===== config.mk =====
export PLATFORM = sky130hd
export DESIGN_NAME = emulib_rammodel_resp_dispatch
export DESIGN_NICKNAME = d
export VERILOG_FILES = /design/src/rtl/emulib_rammodel_resp_dispatch.sv
export SDC_FILE = /design/constraint.sdc
export NUM_CORES = 1
export LEC_CHECK = 0
export BUFFER_PORTS_ARGS = -buffer_cell sky130_fd_sc_hd__buf_2
export CORE_MARGIN = 8
export CORE_UTILIZATION = 52
export CTS_BUF_LIST = sky130_fd_sc_hd__clkbuf_4
export CTS_CLUSTER_SIZE = 10
export DETAILED_ROUTE_END_ITERATION = 12
export PLACE_DENSITY = 0.82
export SKIP_CTS_REPAIR_TIMING = 1
export SLEW_MARGIN = 20
export SYNTH_ARGS = -nofsm -noshare
export SYNTH_HDL_FRONTEND = slang
export SYNTH_SLANG_ARGS = --single-unit

===== constraint.sdc =====
create_clock -name clk -period 3.77 [get_ports clk]
set_input_delay 0 -clock clk [delete_from_list [all_inputs] [get_ports clk]]
set_output_delay 0 -clock clk [all_outputs]
set_load 0.01 [all_outputs]

===== src/rtl/emulib_rammodel_resp_dispatch.sv =====
// Response dispatcher for the RAM model backend.
// Splits the 32-bit backend response stream into a B-channel stream and an
// R-channel stream. Each packet header selects the channel; R packets carry
// (len+1)*WPB payload words that follow the header on the R channel.
// Each output channel has a one-entry register stage so that a stalled
// decoder only blocks input words that target its own channel.
//
// state | meaning
// ------+-----------------------------------------------------------
// HEAD  | next accepted word is a packet header
// BODY  | forwarding R payload words, rem+1 words still to come
//
// DATA_WIDTH must be a multiple of 32 and at least 32.

module emulib_rammodel_resp_dispatch #(
    parameter int DATA_WIDTH = 64
) (
    input  logic        clk,
    input  logic        rst_n,
    input  logic        in_valid,
    output logic        in_ready,
    input  logic [31:0] in_data,
    output logic        b_valid,
    input  logic        b_ready,
    output logic [31:0] b_data,
    output logic        r_valid,
    input  logic        r_ready,
    output logic [31:0] r_data,
    output logic        err,
    output logic        idle
);

    localparam int WPB   = DATA_WIDTH / 32;
    localparam int REM_W = 9 + $clog2(WPB);

    localparam logic [0:0] ST_HEAD = 1'b0;
    localparam logic [0:0] ST_BODY = 1'b1;

    localparam logic [1:0] TYPE_B = 2'b01;
    localparam logic [1:0] TYPE_R = 2'b10;

    logic [0:0]       state;
    logic [REM_W-1:0] rem;
    logic [REM_W-1:0] beats;
    logic [REM_W-1:0] rem_init;
    logic [1:0]       hdr_type;
    logic             b_free;
    logic             r_free;
    logic             accept;
    logic             b_load;
    logic             r_load;
    logic             bad_hdr;

    assign hdr_type = in_data[1:0];
    assign b_free   = !b_valid || b_ready;
    assign r_free   = !r_valid || r_ready;

    // Payload length in words minus one; 256*WPB always fits in REM_W bits.
    assign beats    = REM_W'(in_data[15:8]) + REM_W'(1);
    assign rem_init = (beats * REM_W'(WPB)) - REM_W'(1);

    // Backend flow control: only the stage the current word targets matters.
    always_comb begin
        in_ready = 1'b0;
        if (state == ST_BODY) begin
            in_ready = r_free;
        end else begin
            case (hdr_type)
                TYPE_B:  in_ready = b_free;
                TYPE_R:  in_ready = r_free;
                default: in_ready = 1'b1;
            endcase
        end
    end

    assign accept  = in_valid && in_ready;
    assign b_load  = accept && (state == ST_HEAD) && (hdr_type == TYPE_B);
    assign r_load  = accept && ((state == ST_BODY) || (hdr_type == TYPE_R));
    assign bad_hdr = accept && (state == ST_HEAD) &&
                     (hdr_type != TYPE_B) && (hdr_type != TYPE_R);

    // Packet framing: header parsing and payload word countdown.
    always_ff @(posedge clk or negedge rst_n) begin
        if (!rst_n) begin
            state <= ST_HEAD;
            rem   <= '0;
        end else if (accept) begin
            if (state == ST_HEAD) begin
                if (hdr_type == TYPE_R) begin
                    state <= ST_BODY;
                    rem   <= rem_init;
                end
            end else if (rem == '0) begin
                state <= ST_HEAD;
            end else begin
                rem <= rem - REM_W'(1);
            end
        end
    end

    // Sticky flag for headers with an unknown type; only reset clears it.
    always_ff @(posedge clk or negedge rst_n) begin
        if (!rst_n) begin
            err <= 1'b0;
        end else if (bad_hdr) begin
            err <= 1'b1;
        end
    end

    // B stage occupancy: a load wins over a simultaneous drain.
    always_ff @(posedge clk or negedge rst_n) begin
        if (!rst_n) begin
            b_valid <= 1'b0;
        end else if (b_load) begin
            b_valid <= 1'b1;
        end else if (b_ready) begin
            b_valid <= 1'b0;
        end
    end

    // B stage payload; contents are meaningless while b_valid is low.
    always_ff @(posedge clk) begin
        if (b_load) begin
            b_data <= in_data;
        end
    end

    // R stage occupancy: a load wins over a simultaneous drain.
    always_ff @(posedge clk or negedge rst_n) begin
        if (!rst_n) begin
            r_valid <= 1'b0;
        end else if (r_load) begin
            r_valid <= 1'b1;
        end else if (r_ready) begin
            r_valid <= 1'b0;
        end
    end

    // R stage payload; contents are meaningless while r_valid is low.
    always_ff @(posedge clk) begin
        if (r_load) begin
            r_data <= in_data;
        end
    end

    assign idle = (state == ST_HEAD) && !b_valid && !r_valid;

endmodule

==> results.py <==
metrics = {
    "critical_path": {
        "cp.arrival_ns": 2.45,
        "startpoint_type": "flop",
        "worstSetupPathType": "flop to flop",
        "critPathCaptureType": "flop",
        "cp_data_required_time_ns": 3.82,
        "crit_fanout": 33,
    },
    "power_and_ir_drop": {
        "irDropWorstVdd_mv": 0.2625,
        "power_density_nw_per_um2": 522.8,
        "p_leak_nw": 1.681,
    },
    "sta": {
        "final.setup_skew_ns": 0.01444,
        "period_minus_slack_ns": 2.407,
        "setup_tns_ns": 0,
        "worst_slew_pin_slew_ns": 0.9349,
        "hold_viol": 6,
        "final.period_utilization_pct": 63.86,
        "max_freq_ghz": 0.4154,
        "slew_viol_final": 0,
        "setup_violations": 0,
        "rsz0062_at_grt": "no",
        "max-slew-margin-rel_pct": 37.53,
        "hold_ws_ns": -0.01964,
    },
    "clock_network": {
        "clock_latency_ns": 0.42,
        "clk_pin_slew_ns": 0.11,
        "numCtsBuffers": 9,
        "clock_path_buffers": 2,
        "clock-sinks": 78,
        "htreeDepth": 3,
        "cts_tree": "built",
        "cts_root_buf": "clkbuf_4",
    },
    "grt": {
        "grt_overflow": 0,
        "grt_pass1_wl_mm": 11.07,
        "antenna_found_initial": 0,
        "grt_max_degree": 34,
        "grt_usage_pct": 16.48,
        "grt_pass1_vias": 2164,
    },
    "synth": {
        "ys_warn_count": 0,
        "synth_area_leaders": "edfxtp_1 (61%), dfrtp_1 (11%), ha_1 (2.4%)",
        "yosys.area.top_type": "edfxtp_1",
        "syn_inst": 211,
        "synth_edf_count": 64,
        "synth-seq-cells": 78,
        "syn-num-nets": 254,
        "synth_commonest_cells": "edfxtp_1 (64), dfrtp_1 (14), nand2_1 (14), nor2_1 (10), o21ai_0 (10)",
        "synthArstFlopShare_pct": 17.95,
        "avgSynthCellArea_um2": 14.85,
        "ys_types": 44,
        "ys.flop_type": "edfxtp_1",
        "synth_top_area_share_pct": 61.32,
        "seq_area_frac_synth_pct": 72.50,
        "yosys.cell_count.top_type": "edfxtp_1",
        "syn_area_um2": 3134,
    },
    "route": {
        "drtPass1Iterations": 5,
        "antenna_left": 0,
        "drc": 0,
        "num_vias": 2413,
        "wl_per_cell_um": 19.36,
        "vias_per_cell": 5.534,
        "routed_wl_mm": 8.441,
        "drtIter0Drc": 191,
    },
    "die": {
        "start_util_pct": 53.25,
        "die_x_um": 93.64,
        "die_area_um2": 8768,
        "die_y_um": 93.64,
        "coreArea_um2": 5886,
        "rows": 28,
        "io_pins": 106,
    },
    "final_layout": {
        "nets": 399,
        "area_growth_pct": 34.57,
        "insertedDiodeCount": 0,
        "final_util_pct": 71.66,
        "stdcell_count": 436,
        "drive_gt1_share_pct": 36.57,
    },
    "run_status": {
        "violations": "negative hold slack",
        "run_status": "finished with violations",
    },
    "min_path": {
        "hp-class": "primary input to flop",
    },
    "placed_design": {
        "gp_congestion": 0.8940,
        "dp_hpwl_mm": 5.548,
        "portBuffers": 105,
        "dp.cells": 386,
    },
    "job": {
        "drv_cap": 0,
    },
}
## cells by family after synthesis
| kind of cell | after synthesis | share of synthesized area (%) |
|---|---|---|
| flip-flops | 78 | 72.50 |
| multiplexers | 2 | 0.6387 |
| adder cells (fa/ha/maj) | 6 | 2.395 |
| buffers and inverters | 13 | 1.557 |
| AO/OA/AOI/OAI | 32 | 7.625 |
| AND/OR/NAND/NOR | 71 | 12.77 |
| XOR/XNOR | 9 | 2.515 |
## worst paths after layout
check / from / to / slack, ns / cells after the start
setup / recovery: state / b_data[23] / 1.36 / 4
hold / removal: r_ready / state / -0.02 / 4
setup reg to reg: state / b_data[23] / 1.36 / 4
hold reg to reg: err / err / 0.48 / 1
max in group asynchronous: rst_n / rem[6] / 3.50 / 2
min in group asynchronous: rst_n / r_valid / 0 / 2
## where the power goes
group	total, mW	leakage (nW)	internal [mW]	switching (mW)
clock network	0.481	0.0728	0.198	0.283
registers	1.20	0.746	1.09	0.116
logic	0.521	0.863	0.221	0.299
## placed cells by master (no fill, tap or decap), drive strengths merged, types with 5 or more instances in the layout
cell type	n
xnor2	6
nor2b	7
nand3	6
clkinv	5
buf	106
ha	6
nor3	9
dfrtp	14
nor2	10
clkbuf	9
inv	8
a21oi	5
dlygate4sd3	34
edfxtp	64
nand2	14
nand4	5
o21ai	10
## cell type report
cell class | count | area (µm²)
fill | 357 | 1668
timing repair buffer | 140 | 873.3
sequential | 78 | 2272
multi-input combinational | 120 | 820.8
inverter | 7 | 26.28
tap | 75 | 93.84
clock buffer | 9 | 67.56
clock inverter | 7 | 63.81
## metrics by stage
step	power [mW]	worst slack, ns	instance area [µm²]
2_1_floorplan	1.501	0.9739	3134
3_3_place_gp	1.682	1.453	3746
3_5_place_dp	1.707	1.373	3746
4_1_cts	2.176	1.348	3877
5_1_grt	2.308	1.145	4218
6_report	2.205	1.363	4218
## per-layer routing
metal	vias to the layer above	GRT usage, %	wire length (µm)
li1	1096	-	-
met2	149	25.73	4237
met3	19	7.212	943
met5	-	0	0
met4	0	7.133	157
met1	1149	19.37	3102
## sequential cells by signal, indices dropped and copies added, names as in the netlist
register,flops
r_data,32
rem,10
err,1
b_valid,1
b_data,32
r_valid,1
state,1
## worst max-delay path, stage by stage, from the launching register on
cell,delay (ns)
dfrtp_1,0.56
nand2b_1,0.31
o221ai_4,0.26
nand2_1,0.17
nor2_4,0.73
Note: power is estimated with default switching activity, not from simulation.
